**config.mk**
```make
export PLATFORM = sky130hd
export DESIGN_NAME = mod_count_sequencer
export DESIGN_NICKNAME = d
export VERILOG_FILES = /design/src/rtl/mod_count_sequencer.sv
export SDC_FILE = /design/constraint.sdc
export NUM_CORES = 1
export LEC_CHECK = 0
export ABC_CLOCK_PERIOD_IN_PS = 2500
export CORE_MARGIN = 2
export CORE_UTILIZATION = 50
export DETAILED_ROUTE_END_ITERATION = 8
export DONT_BUFFER_PORTS = 1
export PLACE_DENSITY = 0.77
export SYNTH_ARGS = -nofsm -noshare
export SYNTH_HDL_FRONTEND = slang
export SYNTH_SLANG_ARGS = --single-unit
```
**constraint.sdc**
```tcl
create_clock -name clk -period 2.5 [get_ports clk]
set_input_delay 0.125 -clock clk [delete_from_list [all_inputs] [get_ports clk]]
set_output_delay 0.125 -clock clk [all_outputs]
set_load 0.02 [all_outputs]
```
**src/rtl/mod_count_sequencer.sv**
```systemverilog
// Modulo counter sequencer: counts 0..mod-1 for a configured number of wraps,
// with pause/abort control and a config handshake accepted only while idle.
module mod_count_sequencer #(
  parameter int unsigned DEFAULT_MOD = 12
) (
  input  logic       clk,
  input  logic       rst,
  input  logic       cfg_valid,
  output logic       cfg_ready,
  input  logic [3:0] cfg_mod,
  input  logic [3:0] cfg_rounds,
  input  logic       start,
  input  logic       pause,
  input  logic       abort,
  output logic [3:0] count_out,
  output logic       tc,
  output logic       busy,
  output logic       done
);
  localparam logic [3:0] DEF_MOD = DEFAULT_MOD[3:0];

  typedef enum logic [1:0] {IDLE, RUN, HOLD, DONE} state_t;

  state_t     state_q, state_d;
  logic [3:0] mod_q, mod_d;
  logic [3:0] rounds_q, rounds_d;
  logic [3:0] rnd_q, rnd_d;
  logic [3:0] count_d;
  logic       tc_d, done_d, busy_d, ready_d;

  logic       at_tc, last_round, cfg_xfer;
  logic [3:0] rnd_inc;

  assign at_tc      = (count_out == mod_q - 4'd1);
  // Round counter saturates so a free-running sequence never wraps it
  assign rnd_inc    = (rnd_q == 4'hF) ? rnd_q : rnd_q + 4'd1;
  assign last_round = (rounds_q != 4'd0) && (rnd_inc == rounds_q);
  assign cfg_xfer   = cfg_valid && cfg_ready;

  always_ff @(posedge clk) begin
    if (rst) begin
      state_q   <= IDLE;
      mod_q     <= DEF_MOD;
      rounds_q  <= 4'd1;
      rnd_q     <= 4'd0;
      count_out <= 4'd0;
      tc        <= 1'b0;
      done      <= 1'b0;
      busy      <= 1'b0;
      cfg_ready <= 1'b1;
    end else begin
      state_q   <= state_d;
      mod_q     <= mod_d;
      rounds_q  <= rounds_d;
      rnd_q     <= rnd_d;
      count_out <= count_d;
      tc        <= tc_d;
      done      <= done_d;
      busy      <= busy_d;
      cfg_ready <= ready_d;
    end
  end

  // Wrap/done takes precedence over pause; a pause seen at terminal count
  // still wraps, then parks in HOLD at zero.
  always_comb begin
    state_d = state_q;
    case (state_q)
      IDLE: if (start) state_d = RUN;
      RUN: begin
        if (abort)      state_d = IDLE;
        else if (at_tc) state_d = last_round ? DONE : (pause ? HOLD : RUN);
        else if (pause) state_d = HOLD;
      end
      HOLD: begin
        if (abort)       state_d = IDLE;
        else if (!pause) state_d = RUN;
      end
      DONE:    state_d = IDLE;
      default: state_d = IDLE;
    endcase
  end

  always_comb begin
    count_d  = count_out;
    tc_d     = 1'b0;
    done_d   = 1'b0;
    rnd_d    = rnd_q;
    mod_d    = mod_q;
    rounds_d = rounds_q;
    case (state_q)
      IDLE: begin
        if (cfg_xfer) begin
          mod_d    = (cfg_mod < 4'd2) ? DEF_MOD : cfg_mod;
          rounds_d = cfg_rounds;
        end
        count_d = 4'd0;
        if (start) rnd_d = 4'd0;
      end
      RUN: begin
        if (abort) begin
          count_d = 4'd0;
        end else if (at_tc) begin
          count_d = 4'd0;
          tc_d    = 1'b1;
          rnd_d   = rnd_inc;
          done_d  = last_round;
        end else if (!pause) begin
          count_d = count_out + 4'd1;
        end
      end
      HOLD:    if (abort) count_d = 4'd0;
      DONE:    count_d = 4'd0;
      default: count_d = 4'd0;
    endcase
    busy_d  = (state_d == RUN) || (state_d == HOLD);
    ready_d = (state_d == IDLE);
  end

endmodule

```
Yosys cells after proc, flatten, opt, wreduce, memory -nomap -nowiden
Index checks and enable logic that the tools add are counted.
{"block": "classes", "n_addsub": 3, "bitwise_logic": 2, "n_eq_ne": 13, "n_mux": 21, "magnitude_cmp": 1, "reduce_logical": 13}
{"cell": "2-to-1 mux 4 bit", "count": 9}
{"cell": "2-to-1 mux 2 bit", "count": 8}
{"cell": "one-hot mux 4 bit (3 select lines)", "count": 1}
{"cell": "adder 4 x 1 -> 4 bit, second input constant", "count": 2}
{"cell": "== test 4 bit", "count": 2}
{"cell": "inequality test 2 bit, second input constant", "count": 4}
{"cell": "one-hot mux 2 bit (4 select lines)", "count": 1}
{"cell": "one-hot mux 4 bit (2 select lines)", "count": 1}
{"cell": "== test 2 bit, second input constant", "count": 3}
{"cell": "== test 2 x 1 -> 1 bit, second input constant", "count": 2}
{"cell": "== test 4 bit, second input constant", "count": 1}
{"cell": "logical NOT 2 bit", "count": 2}
{"cell": "< comparator 4 x 2 -> 1 bit, second input constant", "count": 1}
{"cell": "inequality test 4 bit, second input constant", "count": 1}
{"cell": "AND reduction 2 bit", "count": 2}
{"cell": "AND reduction 4 bit", "count": 1}
{"cell": "nonzero test 4 bit", "count": 1}
{"cell": "OR reduction 4 bit", "count": 1}
{"cell": "subtractor 4 x 1 -> 4 bit, second input constant", "count": 1}
{"cell": "OR reduction 3 bit", "count": 1}
{"cell": "logical AND 1 bit", "count": 2}
{"cell": "inverter 1 bit", "count": 2}
{"cell": "nonzero test 2 bit", "count": 1}
{"cell": "OR reduction 2 bit", "count": 1}
{"cell": "2 further kinds", "count": 2}
{"block": "word_totals", "output_inout_bits": 8, "word_cells": 62, "reg_bits": 22}

Longest topological paths before layout
{"block": "logic_depth", "word_depth": 10, "mapped_depth": 9}

Worst setup path before layout
Ideal clock, no wire load.
{"block": "synth_timing", "kind": "register to register", "start": "reg rnd_q[0]", "end": "reg cfg_ready", "slack_ns": 0.296, "n_path_buf": 0, "arrival_ns": 2.081, "path_stages_with_launch": 9, "path_cell_list": "dfxtp_1 -> ha_1 -> or2_1 -> nand3_1 -> nor4b_1 -> o21bai_1 -> o31a_1 -> ha_1 -> or2_2"}
{"block": "synth_between", "elab_chain_len": 9, "word_cells_on_any_way": 10, "cone_classes": "add/sub (1); eq/ne (2); mux (5); reduce/logical (2)"}
{"item": "from (decl)", "line": "27", "text": "logic [3:0] rnd_q, rnd_d;"}
{"item": "from (signal assigned)", "line": "55", "text": "rnd_q <= rnd_d;"}
{"item": "adder 4 x 1 -> 4 bit / == test 4 bit (equally long branches)", "line": "36", "text": "assign rnd_inc = (rnd_q == 4'hF) ? rnd_q : rnd_q + 4'd1;"}
{"item": "2-to-1 mux 4 bit *", "line": "36"}
{"item": "== test 4 bit *", "line": "37", "text": "assign last_round = (rounds_q != 4'd0) && (rnd_inc == rounds_q);"}
{"item": "logical AND 1 bit *", "line": "37"}
{"item": "2-to-1 mux 2 bit * (2 in series)", "line": "72", "text": "else if (at_tc) state_d = last_round ? DONE : (pause ? HOLD : RUN);"}
{"item": "2-to-1 mux 2 bit *", "line": "71", "text": "if (abort) state_d = IDLE;"}
{"item": "one-hot mux 2 bit (4 select lines) *", "line": "68", "text": "case (state_q)"}
{"item": "logical NOT 2 bit *", "line": "117", "text": "ready_d = (state_d == IDLE);"}
{"item": "via ready_d", "line": "29", "text": "logic tc_d, done_d, busy_d, ready_d;"}
{"item": "to (signal assigned)", "line": "60", "text": "cfg_ready <= ready_d;"}
{"item": "to (decl)", "line": "9", "text": "output logic cfg_ready,"}
Mark *: on every way through the listed nets, which the timed path passes. The rest lies on a longest branch.
A chain may end at the register's enable or synchronous reset.

Final worst setup path
Same ends and word-level chain as after synthesis.

==> flow_summary.yaml <==
final_layout:
  num-fill-cells: 183
  antenna_cells: 0
  area_delta_synth_final_pct: 16.0
  fin_nets: 184
  drive_gt1_frac: 0.121
  final_area_mm2: 0.00143
sta:
  finClkSkew_ns: 0.00191
  fin_crit_sh: 0.939
  rsz0062_at_grt: "false"
  setup_viol: 0
  clock.fmax_ghz: 0.426
  fin_tns_setup_ns: 0
  fin_crit_ns: 2.35
  final_hold_viol_count: 0
  slew_viol_final: 0
  worst_pin_slew_ns: 0.604
  max_slew_margin: 0.596
synth:
  postSynthCellCount: 150
  syn_avg_cell_area_um2: 8.22
  synth_top_area_share: 0.357
  synth_area_leaders: "dfxtp_1, nand2_1, ha_1, a21oi_1, nor2_1"
  seq_area_frac_synth: 0.357
  synth.largest_area_cell: "dfxtp_1"
  synthesis.nets: 168
  synth_edf_count: 0
  synth_cell_types: 45
  ys_async_sr_fraction: 0
  synth.ff_latch_count: 22
  synth_top_flop_cell: "dfxtp_1"
  netlist_area_mm2: 0.00123
  yosysWarnings: 0
route:
  wl_met1_um: 1140
  drc_errors: 0
  wl_per_cell_um: 13.8
  top_layer: "met4"
  wl_met2_um: 1370
  route.met3.wl_um: 127
  via_count: 1121
  vias_per_cell: 5.81
  ant_nets: 0
  drt_pass1_iterations: 4
  drt_iter0_drc: 33
  postRouteWirelength_um: 2660
floorplanning:
  initial_core_util: 0.542
  die_x_um: 53.7
  core-area_mm2: 0.00228
  die_area_mm2: 0.00288
  pin_count: 22
  fp.dieH_um: 53.7
  num_rows: 17
outcome:
  status: "completed"
clock_tree:
  root_buffer: "clkbuf_4"
  clkLatencyLatePin_ns: 0.30
  cts_tree: "yes"
  clockBufferDepth: 2
  cts_buffers: 3
  clkSlewWorstSetupHoldPaths_ns: 0.12
  cts_setup_buffers: 0
  cts.sinks: 22
  htreeDepth: 1
critical_path:
  crit_path_start: "rnd_q[0]"
  endpoint: "cfg_ready"
  rr_startpoint: "rnd_q[0]"
  rr_worst_depth: 8
  r2r_end: "cfg_ready"
  worstPathArrival_ns: 2.55
  reg2reg_slack_ns: 0.15
  crit_path_end_kind: "register"
  required_ns: 2.70
  setup.worst_path.start_class: "register"
  critical_path_peak_fanout: 5
  crit_type: "register to register"
grt:
  grt_pass1_wl_um: 4580
  grt_pass1_vias: 1125
  antenna_found_initial: 0
  grt_overflow: 0
  grt_util_all_layers: 0.212
  grt_max_degree: 17
pwr:
  p_leak_nw: 0.537
  peakVddDrop_mv: 0.321
  powerDensity_mw_per_mm2: 484
job:
  cap_violations: 0
hold_path:
  holdCritPathClass: "input pin to register"
  min_from: "cfg_mod[2]"
place:
  placed_area_mm2: 0.00130
  dp_hpwl_um: 1990
  portBuffers: 0
  gp_congestion: 0.814
==> cell families (layout without fill, tap and decap cells) <==
| logic type | Yosys count | in the layout | synth area share |
|---|---|---|---|
| buffers and inverters | 9 | 24 | 0.0274 |
| DFF | 22 | 22 | 0.357 |
| AOI/OAI and AO/OA | 32 | 32 | 0.187 |
| and+or+nand+nor | 72 | 72 | 0.296 |
| adders and majority gates | 4 | 4 | 0.0406 |
| xor gates and xnor gates | 9 | 9 | 0.0761 |
| muxes | 2 | 2 | 0.0162 |
==> per-stage QoR <==
step,utilization,instances,power [W],setup WS [ns],hold slack [ns]
6_report,0.629,193,0.000692,0.152,0.00412
5_1_grt,0.629,193,0.000721,0.0387,0.0163
4_1_cts,0.626,193,0.000694,0.107,0.00158
3_5_place_dp,0.571,180,0.000489,0.140,0.199
3_3_place_gp,0.571,180,0.000485,0.185,0.198
2_1_floorplan,-,150,0.000474,0.296,0.249
==> area by class of cell <==
type / instances / area (um^2) / area share
Multi-Input combinational cell: 119 / 766 / 0.535
Sequential cell: 22 / 440 / 0.308
Timing Repair Buffer: 15 / 135 / 0.0944
Clock buffer: 4 / 36.3 / 0.0253
Tap cell: 28 / 35.0 / 0.0245
Inverter: 5 / 18.8 / 0.0131
==> routing by layer <==
layer | up-vias | GRT usage
li1 | 574 | -
met1 | 519 | 0.240
met2 | 26 | 0.382
met3 | 2 | 0.0528
met4 | 0 | 0.0726
met5 | - | 0
==> flip-flops by register name, indices dropped and copies added, names as in the netlist <==
register and count:
count_out 4, busy 1, tc 1, done 1, state_q 2, mod_q 4, rnd_q 4, rounds_q 4
cfg_ready 1
==> Yosys cell counts (all sizes together) (2+ instances only) <==
cell type,instances
or3,3
a211oi,2
dfxtp,22
nor3,7
clkbuf,4
inv,4
nand2b,3
ha,4
nor4,2
nand2,21
nand3b,2
a31oi,3
mux2i,2
o22ai,2
nor2,13
xnor2,4
o211ai,2
o32ai,2
xor2,4
nand3,7
and3,4
or2,4
o21ai,3
a21oi,9
==> worst max-delay path, stage by stage, from the launching register on <==
cell and delay, ns:
dfxtp_1 0.38, ha_1 0.25, or2_1 0.28, a211oi_1 0.25, o211a_1 0.21, o21bai_1 0.13
o31a_1 0.31, ha_1 0.19, or2_2 0.26
==> worst min-delay path by stage <==
stage	end	depth (start not counted)
3_3_place_gp	rounds_q[2]	1
4_1_cts	mod_q[2]	2
6_report	mod_q[2]	2
5_1_grt	state_q[1]	2
3_5_place_dp	rnd_q[2]	1
2_1_floorplan	rounds_q[0]	2
==> layout by cell type, fill, tap and decap left out, types with 2 or more instances in the layout <==
master / instances
a21oi_1: 9
xnor2_1: 4
or3_1: 3
nand3_1: 7
nor2_1: 12
a31oi_1: 3
or2_2: 3
o21ai_0: 3
nand2b_1: 3
nand2_1: 21
and3_1: 4
dfxtp_1: 22
clkbuf_4: 3
ha_1: 4
dlygate4sd3_1: 9
o32ai_1: 2
a211oi_1: 2
nor3_1: 6
xor2_1: 4
nand3b_1: 2
nor4_1: 2
buf_4: 6
o211ai_1: 2
inv_1: 4
mux2i_1: 2
==> what timing repair did <==
action / 4_1_cts / 5_1_grt
endpoints found under the setup margin: 0 / 2
gates resized for setup: 0 / 1
hold buffers: 9 / 0
endpoints found under the hold margin: 18 / 0
==> report_power, final <==
part | switching (W) | leakage [nW] | total (W) | internal (W)
clock network | 0.000105 | 0.0210 | 0.000194 | 0.0000887
registers | 0.0000185 | 0.179 | 0.000384 | 0.000365
logic | 0.0000602 | 0.337 | 0.000115 | 0.0000544
total | 0.000184 | 0.537 | 0.000692 | 0.000508
Note: power is estimated with default switching activity, not from simulation.
